**src/rtl/ws2812_chain_driver.sv**
```systemverilog
// WS2812/SK6812 one-wire LED chain driver: streams pixels from a synchronous RAM as NRZ bit frames,
// prefetching the next pixel so consecutive pixels follow with no gap, then holds the latch interval.
module ws2812_chain_driver #(
    parameter int BPP       = 24,
    parameter int ADDR_W    = 6,
    parameter int MSB_FIRST = 1,
    parameter int RD_LAT    = 1,
    parameter int T0H       = 18,
    parameter int T0L       = 40,
    parameter int T1H       = 35,
    parameter int T1L       = 30,
    parameter int RES       = 2500
) (
    input  logic              clk_i,
    input  logic              rst_ni,
    input  logic              start_i,
    input  logic [ADDR_W:0]   n_leds_i,
    input  logic              loop_en_i,
    output logic              rd_en_o,
    output logic [ADDR_W-1:0] addr_o,
    input  logic [BPP-1:0]    rd_data_i,
    output logic              dout_o,
    output logic              busy_o,
    output logic              done_o
);

    localparam logic [2:0] S_IDLE  = 3'd0;
    localparam logic [2:0] S_FETCH = 3'd1;
    localparam logic [2:0] S_HIGH  = 3'd2;
    localparam logic [2:0] S_LOW   = 3'd3;
    localparam logic [2:0] S_LATCH = 3'd4;

    localparam int TMAX_A = (T0H > T0L) ? T0H : T0L;
    localparam int TMAX_B = (T1H > T1L) ? T1H : T1L;
    localparam int TMAX_C = (TMAX_A > TMAX_B) ? TMAX_A : TMAX_B;
    localparam int TMAX   = (TMAX_C > RES) ? TMAX_C : RES;
    localparam int CNT_W  = $clog2(TMAX + 1);
    localparam int BIT_W  = (BPP > 1) ? $clog2(BPP) : 1;

    localparam logic [CNT_W-1:0]  T0H_L   = CNT_W'(T0H - 1);
    localparam logic [CNT_W-1:0]  T0L_L   = CNT_W'(T0L - 1);
    localparam logic [CNT_W-1:0]  T1H_L   = CNT_W'(T1H - 1);
    localparam logic [CNT_W-1:0]  T1L_L   = CNT_W'(T1L - 1);
    localparam logic [CNT_W-1:0]  RES_L   = CNT_W'(RES - 1);
    localparam logic [CNT_W-1:0]  CNT_ONE = CNT_W'(1);
    localparam logic [BIT_W-1:0]  BIT_L   = BIT_W'(BPP - 1);
    localparam logic [BIT_W-1:0]  BIT_ONE = BIT_W'(1);
    localparam logic [ADDR_W:0]   PIX_ONE = (ADDR_W + 1)'(1);
    localparam logic [ADDR_W-1:0] ADR_ONE = ADDR_W'(1);

    logic [2:0]        state_q, state_d;
    logic [CNT_W-1:0]  cnt_q, cnt_d;
    logic [BIT_W-1:0]  bit_q, bit_d;
    logic [ADDR_W:0]   pix_q, pix_d;
    logic [ADDR_W:0]   n_q, n_d;
    logic [ADDR_W-1:0] addr_q, addr_d;
    logic              rd_en_q, rd_en_d;
    logic [RD_LAT-1:0] vld_q, vld_d;
    logic              zdone_q, zdone_d;
    logic [BPP-1:0]    shift_q, shift_d;
    logic [BPP-1:0]    pbuf_q, pbuf_d;

    logic              rd_ok;
    logic              cur_bit;
    logic              hi_last;
    logic              lo_last;
    logic              last_pix;
    logic [BPP-1:0]    shift_next;

    assign rd_ok    = vld_q[RD_LAT-1];
    assign cur_bit  = (MSB_FIRST != 0) ? shift_q[BPP-1] : shift_q[0];
    assign hi_last  = cur_bit ? (cnt_q == T1H_L) : (cnt_q == T0H_L);
    assign lo_last  = cur_bit ? (cnt_q == T1L_L) : (cnt_q == T0L_L);
    assign last_pix = ((pix_q + PIX_ONE) == n_q);

    always_comb begin
        if (MSB_FIRST != 0) begin
            shift_next = {shift_q[BPP-2:0], 1'b0};
        end else begin
            shift_next = {1'b0, shift_q[BPP-1:1]};
        end
    end

    always_comb begin
        state_d = state_q;
        cnt_d   = cnt_q;
        bit_d   = bit_q;
        pix_d   = pix_q;
        n_d     = n_q;
        addr_d  = addr_q;
        rd_en_d = 1'b0;
        zdone_d = 1'b0;
        shift_d = shift_q;
        pbuf_d  = pbuf_q;

        // Read-data valid tracks each strobe through the RAM latency.
        vld_d[0] = rd_en_q;
        for (int i = 1; i < RD_LAT; i++) begin
            vld_d[i] = vld_q[i-1];
        end

        if (rd_ok && (state_q != S_FETCH)) begin
            pbuf_d = rd_data_i;
        end

        case (state_q)
            S_IDLE: begin
                if (start_i) begin
                    if (n_leds_i != '0) begin
                        n_d     = n_leds_i;
                        pix_d   = '0;
                        addr_d  = '0;
                        rd_en_d = 1'b1;
                        cnt_d   = '0;
                        state_d = S_FETCH;
                    end else begin
                        zdone_d = 1'b1;
                    end
                end
            end
            S_FETCH: begin
                if (rd_ok) begin
                    shift_d = rd_data_i;
                    bit_d   = '0;
                    cnt_d   = '0;
                    state_d = S_HIGH;
                end
            end
            S_HIGH: begin
                // First high cycle of a pixel launches the read for the following one.
                if ((cnt_q == '0) && (bit_q == '0) && !last_pix) begin
                    addr_d  = addr_q + ADR_ONE;
                    rd_en_d = 1'b1;
                end
                if (hi_last) begin
                    cnt_d   = '0;
                    state_d = S_LOW;
                end else begin
                    cnt_d = cnt_q + CNT_ONE;
                end
            end
            S_LOW: begin
                if (lo_last) begin
                    cnt_d = '0;
                    if (bit_q != BIT_L) begin
                        bit_d   = bit_q + BIT_ONE;
                        shift_d = shift_next;
                        state_d = S_HIGH;
                    end else if (!last_pix) begin
                        pix_d   = pix_q + PIX_ONE;
                        bit_d   = '0;
                        shift_d = pbuf_q;
                        state_d = S_HIGH;
                    end else begin
                        state_d = S_LATCH;
                    end
                end else begin
                    cnt_d = cnt_q + CNT_ONE;
                end
            end
            S_LATCH: begin
                if (cnt_q == RES_L) begin
                    cnt_d = '0;
                    if (loop_en_i) begin
                        pix_d   = '0;
                        addr_d  = '0;
                        rd_en_d = 1'b1;
                        state_d = S_FETCH;
                    end else begin
                        state_d = S_IDLE;
                    end
                end else begin
                    cnt_d = cnt_q + CNT_ONE;
                end
            end
            default: begin
                state_d = S_IDLE;
                cnt_d   = '0;
            end
        endcase
    end

    always_ff @(posedge clk_i or negedge rst_ni) begin
        if (!rst_ni) begin
            state_q <= S_IDLE;
            cnt_q   <= '0;
            bit_q   <= '0;
            pix_q   <= '0;
            n_q     <= '0;
            addr_q  <= '0;
            rd_en_q <= 1'b0;
            vld_q   <= '0;
            zdone_q <= 1'b0;
        end else begin
            state_q <= state_d;
            cnt_q   <= cnt_d;
            bit_q   <= bit_d;
            pix_q   <= pix_d;
            n_q     <= n_d;
            addr_q  <= addr_d;
            rd_en_q <= rd_en_d;
            vld_q   <= vld_d;
            zdone_q <= zdone_d;
        end
    end

    // Pixel data registers carry no reset; the control path never consumes them stale.
    always_ff @(posedge clk_i) begin
        shift_q <= shift_d;
        pbuf_q  <= pbuf_d;
    end

    assign rd_en_o = rd_en_q;
    assign addr_o  = addr_q;
    assign dout_o  = (state_q == S_HIGH);
    assign busy_o  = (state_q != S_IDLE);
    assign done_o  = zdone_q | ((state_q == S_LATCH) && (cnt_q == RES_L));

endmodule
```
**config.mk**
```make
export PLATFORM = sky130hd
export DESIGN_NAME = ws2812_chain_driver
export DESIGN_NICKNAME = d
export VERILOG_FILES = /design/src/rtl/ws2812_chain_driver.sv
export SDC_FILE = /design/constraint.sdc
export NUM_CORES = 1
export LEC_CHECK = 0
export CAP_MARGIN = 10
export CORE_MARGIN = 1
export CORE_UTILIZATION = 57
export DETAILED_ROUTE_END_ITERATION = 10
export PLACE_DENSITY = 0.78
export SKIP_CTS_REPAIR_TIMING = 1
export SYNTH_ARGS = -nofsm -noshare
export SYNTH_HDL_FRONTEND = slang
export SYNTH_SLANG_ARGS = --single-unit
```
**constraint.sdc**
```tcl
create_clock -name clk_i -period 4.2 [get_ports clk_i]
set_input_delay 0.42 -clock clk_i [delete_from_list [all_inputs] [get_ports clk_i]]
set_output_delay 0.42 -clock clk_i [all_outputs]
set_load 0.005 [all_outputs]
```
==> impl_metrics.env, run 1 <==
export IMPL_status="completed"
export IMPL_end_kind="flop"
export IMPL_gr_total_overflow=0
export IMPL_drt_iter0_drc=198
export IMPL_grt_pass1_vias=3412
export IMPL_die_h_um=91.8
export IMPL_final_cell_mix="84 x nand2_1, 48 x edfxtp_1, 43 x dfrtp_1, 43 x clkdlybuf4s50_1, 34 x nor2_1"
export IMPL_route_detailed_drc=0
export IMPL_yosys_warnings=0
export IMPL_path_delay_family="simple AND/OR/NAND/NOR gates"
export IMPL_antennaDiodeCount=0
export IMPL_portBuffers=44
export IMPL_clockRootBuffer="clkbuf_8"
export IMPL_cpPeakStageDelay_ps=530
export IMPL_postRouteAntennaNets=0
export IMPL_crit_fanout=24
export IMPL_syn_cell_area_um2=4590
export IMPL_synth_compound_area_frac=0.130
export IMPL_synthesis_nets=484
export IMPL_crit_buf_inv=1
export IMPL_place_congestion=0.853
export IMPL_period_minus_slack_ps=3130
export IMPL_rows=32
export IMPL_synthAdderAreaFrac=0.0163
export IMPL_path_cells="ha_1 > xor2_1 > o2111a_1 > or4b_4 > or2_2 > o21bai_4 > inv_1"
export IMPL_synth_simple_gate_area_frac=0.226
export IMPL_required_ps=4150
export IMPL_fin_crit_sh=0.745
export IMPL_synth_xor_area_frac=0.0191
export IMPL_hold_viol_final=0
export IMPL_finalClockSkew_ps=14.1
export IMPL_via_per_inst=6.02
export IMPL_final_common_cell="nand2_1"
export IMPL_hpwl_mm=6.34
export IMPL_setup_tns_final_ps=0
export IMPL_cellLeakagePower_nw=2.08
export IMPL_syn_to_final_growth_pct=15.1
export IMPL_finalWorstSetupSlack_ps=1070
export IMPL_fillers=619
export IMPL_setup_viol_count_final=0
export IMPL_worst_path_max_delay_cell="or4b_4"
export IMPL_die_area_um2=8420
export IMPL_grt_pass1_wl_mm=16.1
export IMPL_nNetsFinal=523
export IMPL_first_pass_iters=4
export IMPL_power_density_nw_per_um2=491
export IMPL_drt_wl_total_mm=9.56
export IMPL_cts_buffers=9
export IMPL_hold_path_class="input port to asynchronous set/reset pin"
export IMPL_cts_sinks=91
export IMPL_path_clk_slew_ps=100
export IMPL_core_area_um2=7770
export IMPL_synth_top_family_by_area="simple AND/OR/NAND/NOR gates"
export IMPL_worstSetupStartpointType="flop"
export IMPL_clockBufferDepth=2
export IMPL_ys_seq_area_frac=0.548
export IMPL_rsz0062_at_grt="false"
export IMPL_synth_seq_cells=91
export IMPL_path_class="flop to flop"
export IMPL_grt_start_max_net_pins=56
export IMPL_synthesis_instances=443
export IMPL_synthArstFlopShare=0.473
export IMPL_vias=3541
export IMPL_die_w_um=91.8
export IMPL_start_util=0.591
export IMPL_synth_avg_cell_area_um2=10.4
export IMPL_yosys_most_used_dff="edfxtp_1"
export IMPL_max_clock_freq_mhz=319
export IMPL_cts_tree="yes"
export IMPL_ir_worst_vdd_mv=0.332
export IMPL_synth_edf_count=48
export IMPL_clkLatencyLatePin_ps=350
export IMPL_relSlewSlack=0.340
export IMPL_wl_per_cell_um=16.3
export IMPL_synth_cell_types=57
export IMPL_synth_area_mux_share=0.0346
export IMPL_tightestPinTransition_ps=991
export IMPL_drv_slew=0
export IMPL_ios=45
export IMPL_arrival_ps=3080
export IMPL_cts_htree_levels=3
export IMPL_antenna_found_initial=0
export IMPL_maxCapViolations=0
export IMPL_post_place_ws_ps=1080
export IMPL_grtUsageTotal=0.243
export IMPL_drive_above_1_share=0.0905
==> cell type report <==
cell class	count	area (um2)	area share
Multi-Input combinational cell	322	1970	0.372
Inverter	10	37.5	0.00710
Timing Repair Buffer	48	465	0.0880
Tap cell	102	128	0.0241
Sequential cell	91	2520	0.476
Clock inverter	6	48.8	0.00923
Clock buffer	9	124	0.0234
==> worst paths after layout <==
path                                           start                endpoint  slack (ps)  cells after the start
worst max-delay path            pix_q[0]$_DFFE_PN0P_    shift_q[1]$_DFFE_PP_        1070                      7
worst min-delay path                          rst_ni    pix_q[5]$_DFFE_PN0P_         210                      1
worst max register to register  pix_q[0]$_DFFE_PN0P_    shift_q[1]$_DFFE_PP_        1070                      7
worst min register to register     rd_en_o$_DFF_PN0_         rd_ok$_DFF_PN0_         380                      0
max in group asynchronous                     rst_ni  state_q[1]$_DFFE_PN0P_        3350                      1
min in group clk_i                 rd_en_o$_DFF_PN0_         rd_ok$_DFF_PN0_         380                      0
==> power by group <==
group / total [mW] / internal, mW / switching [mW]
Combinational: 0.793 / 0.347 / 0.447
Sequential: 1.27 / 1.11 / 0.160
Clock: 0.538 / 0.217 / 0.321
Total: 2.60 / 1.67 / 0.927
==> metal layers <==
metal	wire length (um)	track usage	share of wire	vias up
met5	0	0	0	-
met3	348	0.0323	0.036	6
met4	99	0.0768	0.010	0
met1	4500	0.333	0.47	1760
li1	-	-	-	1702
met2	4620	0.405	0.48	73
==> synthesized netlist by cell type, types with 4 or more instances <==
library cell	count	area (um2)
a21o_1	8	60.1
a21oi_1	4	20.0
a22o_1	4	35.0
a31oi_1	24	150
and3_1	8	50.1
and4_1	4	35.0
buf_2	4	20.0
clkbuf_1	13	48.8
dfrtp_1	43	1080
edfxtp_1	48	1440
ha_1	6	75.1
inv_1	10	37.5
mux2_2	7	78.8
mux2i_1	8	80.1
nand2_1	84	315
nand2b_1	8	50.1
nand3_1	24	120
nor2_1	34	128
nor3_1	7	35.0
nor3b_1	6	45.0
nor4_1	4	25.0
o211ai_1	5	37.5
o21ai_0	18	90.1
or3_1	6	37.5
or4_1	6	45.0
xnor2_1	6	52.6
xor2_1	4	35.0
==> kinds of logic (layout without fill, tap and decap cells) <==
| logic type | Yosys count | count (layout) |
|---|---|---|
| buffers and inverters | 30 | 73 |
| XOR/XNOR | 10 | 10 |
| AND/OR/NAND/NOR | 209 | 209 |
| adder cells (fa/ha/maj) | 6 | 6 |
| multiplexers | 15 | 15 |
| flip-flops | 91 | 91 |
| AO/OA/AOI/OAI | 82 | 82 |
==> registers in the layout, indices dropped and copies added (netlist names), 3 cells and up <==
signal / cells
pbuf_q: 24
shift_q: 24
cnt_q: 12
n_q: 7
pix_q: 7
addr_o: 6
bit_q: 5
state_q: 3
==> worst register-to-register path, delay by kind of cell (launching register included) <==
family / cells / cell delay (ps)
simple gates: 2 / 880
compound gates: 2 / 470
buf+inv: 1 / 450
flops: 1 / 440
fa+ha+maj: 1 / 300
xor+xnor: 1 / 190
==> stage by stage <==
stage	util	instances	hold WS, ps	area (um2)	total power [mW]
after floorplan	-	443	124	4590	1.83
after global placement	0.659	573	370	5110	2.04
after detailed placement	0.659	573	362	5110	2.07
after CTS	0.681	588	250	5290	2.61
after global routing	0.681	588	300	5290	2.77
final	0.681	588	205	5290	2.60
No activity file was read; power rests on OpenSTA's default activity.
==> run 2: changes to the inputs <==
--- a/config.mk
+++ b/config.mk
@@ -7,9 +7,9 @@
 export LEC_CHECK = 0
 export CAP_MARGIN = 10
 export CORE_MARGIN = 1
-export CORE_UTILIZATION = 57
+export CORE_UTILIZATION = 52
 export DETAILED_ROUTE_END_ITERATION = 10
-export PLACE_DENSITY = 0.78
+export PLACE_DENSITY = 0.75
 export SKIP_CTS_REPAIR_TIMING = 1
 export SYNTH_ARGS = -nofsm -noshare
 export SYNTH_HDL_FRONTEND = slang
==> constraint.sdc (replaced) <==
create_clock -name clk_i -period 2.7 [get_ports clk_i]
set_input_delay 0.27 -clock clk_i [delete_from_list [all_inputs] [get_ports clk_i]]
set_output_delay 0.27 -clock clk_i [all_outputs]
set_load 0.005 [all_outputs]
==> run 2 against run 1 <==
Effect of this change: non-clock buffer count grew 12; design area grew 3.1%; sequential power grew 53%; first-iteration DRC count shrank 10%; core utilization shrank 3.0 points.
==> impl_metrics.env, run 2 (same netlist as run 1, synthesis figures left out) <==
export IMPL_status="completed"
export IMPL_cellLeakagePower_nw=2.16
export IMPL_start_util=0.548
export IMPL_tightestPinTransition_ps=966
export IMPL_hold_path_class="input port to asynchronous set/reset pin"
export IMPL_ir_worst_vdd_mv=0.621
export IMPL_clkLatencyLatePin_ps=370
export IMPL_required_ps=2830
export IMPL_portBuffers=44
export IMPL_power_density_nw_per_um2=786
export IMPL_die_area_um2=9210
export IMPL_rrSetupSlack_ps=130
export IMPL_rsz0062_at_grt="false"
export IMPL_vias=3553
export IMPL_die_h_um=96.0
export IMPL_relSlewSlack=0.356
export IMPL_drive_above_1_share=0.116
export IMPL_ios=45
export IMPL_final_cell_mix="84 x nand2_1, 48 x edfxtp_1, 43 x dfrtp_1, 43 x clkdlybuf4s50_1, 34 x nor2_1"
export IMPL_cpPeakStageDelay_ps=530
export IMPL_syn_to_final_growth_pct=18.7
export IMPL_hold_ws_ps=51.5
export IMPL_nNetsFinal=535
export IMPL_clockBufferDepth=2
export IMPL_cts_sinks=91
export IMPL_grtUsageTotal=0.220
export IMPL_arrival_ps=2700
export IMPL_antenna_found_initial=0
export IMPL_path_clk_slew_ps=100
export IMPL_setup_viol_count_final=0
export IMPL_crit_fanout=24
export IMPL_worstSetupStartpointType="flop"
export IMPL_top_regs="pbuf_q x24, shift_q x24, cnt_q x12"
export IMPL_max_clock_freq_mhz=389
export IMPL_antennaDiodeCount=0
export IMPL_drt_iter0_drc=178
export IMPL_setup_tns_final_ps=0
export IMPL_r2r_worst_path_cells=8
export IMPL_fin_crit_sh=0.953
export IMPL_via_per_inst=5.88
export IMPL_first_pass_iters=4
export IMPL_cts_buffers=9
export IMPL_path_class="flop to flop"
export IMPL_cts_htree_levels=3
export IMPL_grt_pass1_wl_mm=15.3
export IMPL_period_minus_slack_ps=2570
export IMPL_grt_pass1_vias=3218
export IMPL_grt_start_max_net_pins=44
export IMPL_clockRootBuffer="clkbuf_8"
export IMPL_maxCapViolations=0
export IMPL_place_congestion=0.828
export IMPL_wl_per_cell_um=15.8
export IMPL_hold_viol_final=0
export IMPL_path_cells="ha_2 > xor2_1 > o2111a_1 > or4b_4 > or2_4 > o21bai_4 > clkinvlp_4 > buf_12"
export IMPL_route_detailed_drc=0
export IMPL_drt_wl_total_mm=9.56
export IMPL_cts_tree="yes"
export IMPL_worst_path_max_delay_cell="or4b_4"
export IMPL_die_w_um=96.0
export IMPL_rows=33
export IMPL_core_area_um2=8380
export IMPL_postRouteAntennaNets=0
export IMPL_final_common_cell="nand2_1"
export IMPL_gr_total_overflow=0
export IMPL_drv_slew=0
export IMPL_finalClockSkew_ps=12.1
export IMPL_hpwl_mm=6.46
export IMPL_end_kind="flop"
==> run 2: final cells by class <==
class                   count  area (um2)
fillers                   676        2930
flip-flops and latches     91        2520
multi-input cells         322        1970
repair buffers             60         568
well taps                 105         131
clock buffers              10         128
clock inverters             6        96.3
inverters                  10        41.3
==> run 2: critical path, delay by kind of cell, from the launching register on <==
kind / cells / cell delay, ps
AOI/OAI and AO/OA: 2 / 380
xor gates and xnor gates: 1 / 160
adders and majority gates: 1 / 240
buffers and inverters: 2 / 290
DFF: 1 / 440
and+or+nand+nor: 2 / 810
==> run 2: path summary, 6_finish.rpt <==
path / from / end
worst max-delay path: pix_q[0]$_DFFE_PN0P_ / shift_q[23]$_DFFE_PP_
worst min-delay path: rst_ni / n_q[5]$_DFFE_PN0P_
worst max register to register: pix_q[0]$_DFFE_PN0P_ / shift_q[23]$_DFFE_PP_
worst min register to register: rd_en_o$_DFF_PN0_ / rd_ok$_DFF_PN0_
max in group asynchronous: rst_ni / cnt_q[8]$_DFFE_PN0P_
min in group clk_i: rd_en_o$_DFF_PN0_ / rd_ok$_DFF_PN0_
==> run 2: metal layers <==
metal / routed length [um] / vias to the layer above / part of all wire / track usage
li1: - / 1717 / - / -
met1: 4600 / 1731 / 0.48 / 0.300
met2: 4400 / 93 / 0.46 / 0.349
met3: 445 / 12 / 0.047 / 0.0529
met4: 120 / 0 / 0.013 / 0.0622
met5: 0 / - / 0 / 0
==> run 2: power by group <==
group | switching [mW] | internal, mW | leakage [nW]
Sequential | 0.221 | 1.72 | 0.981
Clock | 0.506 | 0.533 | 0.109
Combinational | 0.729 | 0.578 | 1.07
Total | 1.46 | 2.83 | 2.16
==> run 2: through the flow <==
stage          std cells  utilization  area [um2]  setup WS (ps)  power, mW
2_1_floorplan        443            -        4600          0.834       2.85
3_3_place_gp         588        0.624        5230            194       3.22
3_5_place_dp         588        0.624        5230            160       3.27
4_1_cts              604        0.651        5450            138       4.31
5_1_grt              604        0.651        5450           47.6       4.55
6_report             604        0.651        5450            127       4.29
==> run 3: changes to the inputs <==
--- a/config.mk
+++ b/config.mk
@@ -11,6 +11,7 @@
 export DETAILED_ROUTE_END_ITERATION = 10
 export PLACE_DENSITY = 0.75
 export SKIP_CTS_REPAIR_TIMING = 1
+export SLEW_MARGIN = 20
 export SYNTH_ARGS = -nofsm -noshare
 export SYNTH_HDL_FRONTEND = slang
 export SYNTH_SLANG_ARGS = --single-unit
==> run 3 against run 2 <==
Effect of this change: register-to-register slack barely moved; final cell count rose by 0.17%; worst hold slack improved by 340 ps; first-iteration DRC count up 2.8%; sequential power hardly changed; non-clock buffer count increased by 1; routed wire length grew 0.10%; clock skew fell by 2.5 ps.
==> impl_metrics.env, run 3 (same netlist as run 1, synthesis figures left out) <==
export IMPL_status="completed"
export IMPL_cts_tree="yes"
export IMPL_dr_max_layer_used="met4"
export IMPL_relSlewSlack=0.632
export IMPL_regArea_um2=2520
export IMPL_end_kind="flop"
export IMPL_nNetsFinal=536
export IMPL_cp_depth=8
export IMPL_arrival_ps=2690
export IMPL_final_common_cell="nand2_1"
export IMPL_drive_above_1_share=0.116
export IMPL_path_delay_family="simple AND/OR/NAND/NOR gates"
export IMPL_route_detailed_drc=0
export IMPL_hold_path_class="flop to flop"
export IMPL_p_sw_frac=0.338
export IMPL_seq_power_share=0.453
export IMPL_place_congestion=0.828
export IMPL_finalClockSkew_ps=9.59
export IMPL_cts_sinks=91
export IMPL_drv_slew=0
export IMPL_clockRootBuffer="clkbuf_8"
export IMPL_required_ps=2820
export IMPL_core_area_um2=8380
export IMPL_maxCapViolations=0
export IMPL_hold_viol_final=0
export IMPL_grt_pass1_vias=3218
export IMPL_startpoint="pix_q[0]$_DFFE_PN0P_"
export IMPL_final_area_um2=5470
export IMPL_first_pass_iters=5
export IMPL_max_clock_freq_mhz=389
export IMPL_multiInputGateArea_um2=1970
export IMPL_dpl_cell_area_um2=5230
export IMPL_tightestPinTransition_ps=553
export IMPL_met2_length_mm=4.41
export IMPL_fillers=677
export IMPL_die_w_um=96.0
export IMPL_path_clk_slew_ps=90
export IMPL_portBuffers=44
export IMPL_wl_per_cell_um=15.8
export IMPL_crit_fanout=24
export IMPL_grt_pass1_wl_mm=15.3
export IMPL_fin_crit_sh=0.951
export IMPL_grtUsageTotal=0.220
export IMPL_r2r_start="pix_q[0]$_DFFE_PN0P_"
export IMPL_via_per_inst=5.88
export IMPL_clockPowerShare=0.241
export IMPL_grt_start_max_net_pins=44
export IMPL_die_area_um2=9210
export IMPL_met1_length_mm=4.55
export IMPL_drt_wl_total_mm=9.57
export IMPL_pwr_share_comb=0.305
export IMPL_hpwl_mm=6.46
export IMPL_ir_worst_vdd_mv=0.619
export IMPL_cts_buffers=9
export IMPL_die_h_um=96.0
export IMPL_vias=3557
export IMPL_internal_power_mw=2.83
export IMPL_final_cell_mix="84 x nand2_1, 48 x edfxtp_1, 43 x dfrtp_1, 43 x clkdlybuf4s50_1, 34 x nor2_1"
export IMPL_power_density_nw_per_um2=783
export IMPL_setup_tns_final_ps=0
export IMPL_clockBufferDepth=2
export IMPL_top_regs="pbuf_q x24, shift_q x24, cnt_q x12"
export IMPL_wl_met3_um=510
export IMPL_path_cells="ha_2 > xor2_1 > o2111a_1 > or4b_4 > or2_4 > o21bai_4 > clkinvlp_4 > buf_12"
export IMPL_rrSetupSlack_ps=130
export IMPL_ios=45
export IMPL_drt_iter0_drc=183
export IMPL_period_minus_slack_ps=2570
export IMPL_antenna_found_initial=0
export IMPL_whs_path_depth=0
export IMPL_crit_buf_inv=2
export IMPL_gr_total_overflow=0
export IMPL_cpPeakStageDelay_ps=530
export IMPL_crit_end="shift_q[23]$_DFFE_PP_"
export IMPL_rows=33
export IMPL_setup_viol_count_final=0
export IMPL_postRouteAntennaNets=0
export IMPL_rsz0062_at_grt="false"
export IMPL_p_switching_mw=1.45
export IMPL_r2r_worst_path_cells=8
export IMPL_cts_htree_levels=3
export IMPL_cellLeakagePower_nw=2.17
export IMPL_worst_path_max_delay_cell="or4b_4"
export IMPL_syn_to_final_growth_pct=19.0
export IMPL_start_util=0.548
export IMPL_r2r_end="shift_q[23]$_DFFE_PP_"
export IMPL_antennaDiodeCount=0
export IMPL_clkLatencyLatePin_ps=360
export IMPL_worstSetupStartpointType="flop"
export IMPL_path_class="flop to flop"
## run 3: power by group through the flow
stage,registers (mW),clock network (mW),logic (mW)
final,1.94,1.03,1.31
after detailed placement,1.97,0,1.30
after global placement,1.95,0,1.27
after CTS,1.94,1.06,1.31
after floorplan,1.88,0,0.968
after global routing,1.97,1.11,1.47
## run 3: per-layer routing
| metal | GRT usage | up-vias |
|---|---|---|
| met5 | 0 | - |
| met4 | 0.0622 | 0 |
| met3 | 0.0529 | 10 |
| met2 | 0.349 | 100 |
| met1 | 0.300 | 1726 |
| li1 | - | 1721 |
## run 3: how the worst min path moves through the flow
stage,end,start
2_1_floorplan,addr_o[0]$_DFFE_PN0P_,rst_ni
3_3_place_gp,rd_ok$_DFF_PN0_,rd_en_o$_DFF_PN0_
3_5_place_dp,rd_ok$_DFF_PN0_,rd_en_o$_DFF_PN0_
4_1_cts,pix_q[3]$_DFFE_PN0P_,rst_ni
5_1_grt,rd_ok$_DFF_PN0_,rd_en_o$_DFF_PN0_
6_report,rd_ok$_DFF_PN0_,rd_en_o$_DFF_PN0_
## run 3: cell type report
type / count / share of cell area
inverter: 10 / 0.00755
tap: 105 / 0.0240
clock buffer: 10 / 0.0233
sequential: 91 / 0.461
timing repair buffer: 61 / 0.106
multi-input combinational: 322 / 0.361
clock inverter: 6 / 0.0176
## run 3: worst register-to-register path, stage by stage (launching register included)
cell,delay [ps]
dfrtp_1,440
ha_2,240
xor2_1,170
o2111a_1,220
or4b_4,530
or2_4,280
o21bai_4,160
clkinvlp_4,120
buf_12,170
## run 3: metrics by stage
step | worst slack [ps] | power [mW] | std cells | utilization | hold slack [ps]
final | 132 | 4.28 | 605 | 0.652 | 394
after global routing | 47.6 | 4.55 | 605 | 0.652 | 420
after CTS | 138 | 4.31 | 604 | 0.651 | 92.6
after detailed placement | 160 | 3.27 | 588 | 0.624 | 365
after global placement | 194 | 3.22 | 588 | 0.624 | 364
after floorplan | 0.834 | 2.85 | 443 | - | -25.6
